File: src/rtl/seven_seg_scan_ctrl.sv
// rtl/seven_seg_scan_ctrl.sv - four-digit active-low seven-segment scan controller
// Shadow-buffered result codes are applied only at frame boundaries; dead time blanks between digits.
module seven_seg_scan_ctrl #(
  parameter int REFRESH_CYCLES = 100000,
  parameter int DEAD_CYCLES    = 1000
) (
  input  logic       clk,
  input  logic       rst,
  input  logic       en,
  input  logic       load,
  input  logic [7:0] codes_in,
  input  logic [3:0] blank_in,
  output logic [3:0] an_out,
  output logic [7:0] seg_out,
  output logic       frame_start,
  output logic       upd_pending
);

  localparam int MAX_CYC = (REFRESH_CYCLES > DEAD_CYCLES) ? REFRESH_CYCLES : DEAD_CYCLES;
  localparam int CW      = $clog2((MAX_CYC > 2) ? MAX_CYC : 2);
  localparam logic [CW-1:0] R_LAST = CW'(REFRESH_CYCLES - 1);
  localparam logic [CW-1:0] D_LAST = (DEAD_CYCLES > 0) ? CW'(DEAD_CYCLES - 1) : '0;

  typedef enum logic [1:0] {IDLE, DRIVE, DEAD} state_t;

  state_t        state, state_nxt;
  logic [1:0]    idx, idx_nxt;
  logic [CW-1:0] cnt, cnt_nxt;
  logic [7:0]    act_codes, sh_codes, codes_nxt;
  logic [3:0]    act_blank, sh_blank, blank_nxt;
  logic          wrap, do_apply, fs_nxt;
  logic [3:0]    an_nxt;
  logic [7:0]    seg_nxt;

  function automatic logic [7:0] decode(input logic [1:0] code);
    case (code)
      2'b00:   decode = 8'b00000011;
      2'b01:   decode = 8'b00010001;
      2'b10:   decode = 8'b10000011;
      default: decode = 8'b11100011;
    endcase
  endfunction

  // Next-state: wrap marks entry into digit 0, which is where shadow data may be applied.
  always_comb begin
    state_nxt = state;
    idx_nxt   = idx;
    cnt_nxt   = cnt + 1'b1;
    wrap      = 1'b0;
    case (state)
      IDLE: begin
        cnt_nxt = '0;
        idx_nxt = 2'd0;
        if (en) begin
          state_nxt = DRIVE;
          wrap      = 1'b1;
        end
      end
      DRIVE: begin
        if (cnt == R_LAST) begin
          cnt_nxt = '0;
          if (DEAD_CYCLES == 0) begin
            idx_nxt = idx + 2'd1;
            wrap    = (idx == 2'd3);
          end else begin
            state_nxt = DEAD;
          end
        end
      end
      DEAD: begin
        if (cnt == D_LAST) begin
          cnt_nxt   = '0;
          state_nxt = DRIVE;
          idx_nxt   = idx + 2'd1;
          wrap      = (idx == 2'd3);
        end
      end
      default: state_nxt = IDLE;
    endcase
    if (!en) begin
      state_nxt = IDLE;
      idx_nxt   = 2'd0;
      cnt_nxt   = '0;
      wrap      = 1'b0;
    end
  end

  assign do_apply  = wrap && upd_pending;
  assign codes_nxt = do_apply ? sh_codes : act_codes;
  assign blank_nxt = do_apply ? sh_blank : act_blank;
  assign fs_nxt    = wrap;

  // Outputs are registered from next-state values so they line up with the state they describe.
  always_comb begin
    an_nxt  = 4'b1111;
    seg_nxt = 8'hFF;
    if (state_nxt == DRIVE && !blank_nxt[idx_nxt]) begin
      an_nxt  = ~(4'b0001 << idx_nxt);
      seg_nxt = decode(codes_nxt[{idx_nxt, 1'b0} +: 2]);
    end
  end

  always_ff @(posedge clk) begin
    if (rst) begin
      state       <= IDLE;
      idx         <= 2'd0;
      cnt         <= '0;
      act_codes   <= 8'h00;
      act_blank   <= 4'b1111;
      sh_codes    <= 8'h00;
      sh_blank    <= 4'b0000;
      upd_pending <= 1'b0;
      an_out      <= 4'b1111;
      seg_out     <= 8'hFF;
      frame_start <= 1'b0;
    end else begin
      state       <= state_nxt;
      idx         <= idx_nxt;
      cnt         <= cnt_nxt;
      act_codes   <= codes_nxt;
      act_blank   <= blank_nxt;
      an_out      <= an_nxt;
      seg_out     <= seg_nxt;
      frame_start <= fs_nxt;
      // A load on the apply edge wins the shadow and keeps the update pending.
      if (load) begin
        sh_codes    <= codes_in;
        sh_blank    <= blank_in;
        upd_pending <= 1'b1;
      end else if (do_apply) begin
        upd_pending <= 1'b0;
      end
    end
  end

endmodule

File: config.mk
export PLATFORM = sky130hd
export DESIGN_NAME = seven_seg_scan_ctrl
export DESIGN_NICKNAME = d
export VERILOG_FILES = /design/src/rtl/seven_seg_scan_ctrl.sv
export SDC_FILE = /design/constraint.sdc
export NUM_CORES = 1
export LEC_CHECK = 0
export ABC_AREA = 0
export ABC_CLOCK_PERIOD_IN_PS = 4550
export CORE_MARGIN = 2
export CORE_UTILIZATION = 50
export CTS_CLUSTER_DIAMETER = 50
export DETAILED_ROUTE_END_ITERATION = 10
export PLACE_DENSITY = 0.73
export SETUP_SLACK_MARGIN = 0.1
export SLEW_MARGIN = 40
export SYNTH_ARGS = -nofsm -noshare
export SYNTH_HDL_FRONTEND = slang
export SYNTH_SLANG_ARGS = --single-unit
File: constraint.sdc
create_clock -name clk -period 4.55 [get_ports clk]
set_clock_uncertainty 0.2 [all_clocks]
set_input_delay 0.91 -clock clk [delete_from_list [all_inputs] [get_ports clk]]
set_output_delay 0.91 -clock clk [all_outputs]
set_load 0.005 [all_outputs]
==> PnR_summary.wiki <==
{| class="wikitable"
! Metric !! Value
|-
| Classification of the worst-slack hold path || reg2reg
|-
| Avg Cell Area, Syn || 9.57 um^2
|-
| Storage element area || 1120 um^2
|-
| Number of placement rows || 25
|-
| Number of buffers created by CTS || 5
|-
| TritonCTS clock tree || yes
|-
| Hold_buf cts || 0
|-
| Slowest CP cell || clkdlybuf4s50_1
|-
| Maximum number of pins on one net before global-route repair || 27
|-
| Part of the Yosys area used for sequential elements || 46.7%
|-
| Worst Path Arrival || 3410 ps
|-
| Maximum fanout count along the critical path || 12
|-
| Final Slew Violations || 0
|-
| Max-cap viol count || 0
|-
| Net Sw Power || 0.190 mW
|-
| Clock net sink count || 56
|-
| Most used standard cells in the synthesized netlist || 56 x dfxtp_1, 42 x nor2_1, 17 x mux2i_1
|-
| Final Cycle Share || 75.3%
|-
| Routed via count divided by cell count || 5.42
|-
| I/O pin cnt || 30
|-
| Post-CTS setup buffers || 0
|-
| Cells after synthesis || 251
|-
| Inst Count DP || 318
|-
| Post-route non-filler standard cell count || 326
|-
| Summed instance area of the synthesized netlist || 2400 um^2
|-
| Largest voltage drop on the vdd net || 0.220 mV
|-
| Final Wtd Congestion || 0.756
|-
| Slew at the pin closest to its max-slew limit || 757 ps
|-
| Count of flip-flops with a built-in enable after synthesis || 0
|-
| Met3 layer usage reported by global route || 3.84%
|-
| Clock latency reported for the late side of the worst-skew pair || 310 ps
|-
| Width of the die || 73.3 um
|-
| Residual overflow from global routing || 0
|-
| Biggest cell delay along the critical path || 580 ps
|-
| Hold Slack || 288 ps
|-
| Min Clock Period, post-route || 3430 ps
|-
| Pre-Repair DR Iteration Count || 4
|-
| Int Pwr || 0.700 mW
|-
| Resize count post-CTS || 0
|-
| Clk slew on worst S/H paths || 90 ps
|-
| Synth-to-layout area growth || 15.8%
|-
| Layout Utilization || 59.3%
|-
| Combinational fraction of design power || 6.6%
|-
| Die footprint || 5380 um^2
|-
| Detailed router's first-iteration violation count || 99
|-
| Count of cell types in the netlist || 44
|-
| Global-route wire length before repair || 7.44 mm
|-
| Synth area leader || dfxtp_1
|-
| Wire length after detailed routing || 4.40 mm
|-
| Setup slack of the most critical reg-to-reg path || 1420 ps
|-
| Switch share || 21.3%
|-
| Result of the run || finished, final reports clean
|-
| Max clock buf depth || 2
|-
| Via count of the first global-routing pass || 1620
|-
| Number of antenna violations at the first check in global routing || 0
|-
| Met1 Resource Use GR || 25.2%
|-
| Starting Density || 51.2%
|-
| Inserted Diodes || 0
|-
| Crit-path cells || clkdlybuf4s50_1, nand3_1, o41a_1, mux2_2, a222oi_1, and3_1, o21ai_0
|-
| Maximum level of the CTS H-tree || 2
|-
| GRT Resource Usage Total || 17.6%
|-
| I/O Buffers || 28
|-
| Nets || 289
|-
| Clock root buffer || clkbuf_8
|-
| Yosys warning count || 0
|-
| Number of hold violations in the final report || 0
|-
| Fraction of registers with async set or reset after synthesis || 0%
|-
| Req. time, crit path || 4530 ps
|-
| Timing-limited maximum frequency || 292 MHz
|-
| Number of nets still failing antenna checks after routing || 0
|-
| Worst Setup End Kind || flop
|-
| DR WL/cell || 13.5 um
|-
| Number of nets produced by synthesis || 269
|-
| PwrDens || 320 nW/um^2
|-
| Total via count after detailed routing || 1766
|-
| Total setup violations reported at the end of the flow || 0
|-
| Remaining routing DRC violations || 0
|-
| Post-detailed-placement half-perimeter wirelength || 3.03 mm
|-
| Unrepaired setup endpoints after global routing || no
|-
| Area of combinational cells with multiple inputs || 1180 um^2
|-
| Proportion of power drawn by flip-flops and latches || 57.3%
|-
| Library cell with the highest instance count after synthesis || dfxtp_1
|-
| Area contributors post-synth || dfxtp_1 47%, mux2i_1 7.1%, nor2_1 6.6%, xor2_1 4.7%, mux2_2 2.8%
|-
| Worst max-slew margin expressed relative to the limit || 49.4%
|-
| Clock power share || 36.1%
|-
| Reported leakage power || 1.07 nW
|-
| Met2 capacity usage during global routing || 26.1%
|-
| Die height || 73.3 um
|-
| Filler cell count in the final layout || 417
|-
| Busiest layer in global routing || met2
|-
| Fraction of layout cells with a size suffix above 1 || 10.3%
|-
| Predominant post-synthesis flop cell || dfxtp_1
|-
| Core area || 4690 um^2
|-
| Yosys top cell area share || 46.7%
|-
| Total negative slack || 0 ps
|-
| Number of synthesized register bits || 56
|-
| Setup crit start kind || primary input
|-
| Startpoint-to-endpoint class of the critical path || in2reg
|}
[cell families (layout without fill, tap and decap cells)]
logic type	Yosys count	in the layout	share of synthesized area (%)
AO/OA/AOI/OAI	19	19	6.09
XOR/XNOR	15	15	5.47
adder cells (fa/ha/maj)	2	2	1.04
buffers and inverters	20	41	4.27
flip-flops	56	56	46.7
multiplexers	27	27	12.1
other	1	1	0.156
AND/OR/NAND/NOR	111	111	24.2
[layer usage]
layer	part of all wire [%]	vias up	routed length [um]
met5	0	-	0
met4	1.3	0	55
met3	3.4	6	151
met2	46	30	2020
met1	50	839	2180
li1	-	891	-
[cell usage in the layout, fill, tap and decap left out, types with 10 or more instances in the layout]
master            n
xor2_1           13
dfxtp_1          56
nor2_1           42
mux2i_1          17
nand2_1          13
clkdlybuf4s50_1  28
nand3_1          11
nor2b_1          10
[worst paths after layout]
path | depth (start not counted) | end | startpoint
worst max register to register | 7 | seg_out[6] | cnt[11]
worst min-delay path | 1 | cnt[0] | cnt[0]
worst min register to register | 1 | cnt[0] | cnt[0]
worst max-delay path | 7 | seg_out[6] | en
[final cells by class]
| cell class | count | area share [%] |
|---|---|---|
| sequential | 56 | 40.3 |
| tap | 54 | 2.43 |
| inverter | 4 | 0.540 |
| clock buffer | 5 | 2.47 |
| multi-input combinational | 175 | 42.4 |
| timing repair buffer | 29 | 10.3 |
| clock inverter | 3 | 1.53 |
[through the flow]
step	power, mW	cell area, um^2	setup slack (ps)
6_report	0.890	2780	1120
5_1_grt	0.925	2780	995
4_1_cts	0.900	2780	1140
3_3_place_gp	0.579	2670	883
2_1_floorplan	0.555	2400	1850
3_5_place_dp	0.581	2670	820
[state kept, by name, summed over array words and instances (netlist names)]
signal,flops
an_out,4
upd_pending,1
state,2
cnt,17
act_blank,4
frame_start,1
seg_out,5
sh_blank,4
sh_codes,8
idx,2
act_codes,8
[power by group through the flow]
stage / registers, mW / clock network, mW / logic, mW
after global routing: 0.511 / 0.348 / 0.0649
after floorplan: 0.518 / 0 / 0.0371
final: 0.510 / 0.322 / 0.0590
after CTS: 0.510 / 0.330 / 0.0598
after global placement: 0.521 / 0 / 0.0580
after detailed placement: 0.521 / 0 / 0.0592
[critical path, delay by kind of cell]
family / cells / cell delay [ps]
buf+inv: 1 / 580
mux: 1 / 380
compound gates: 3 / 1030
simple gates: 2 / 520
(Power assumes the default switching activity.)
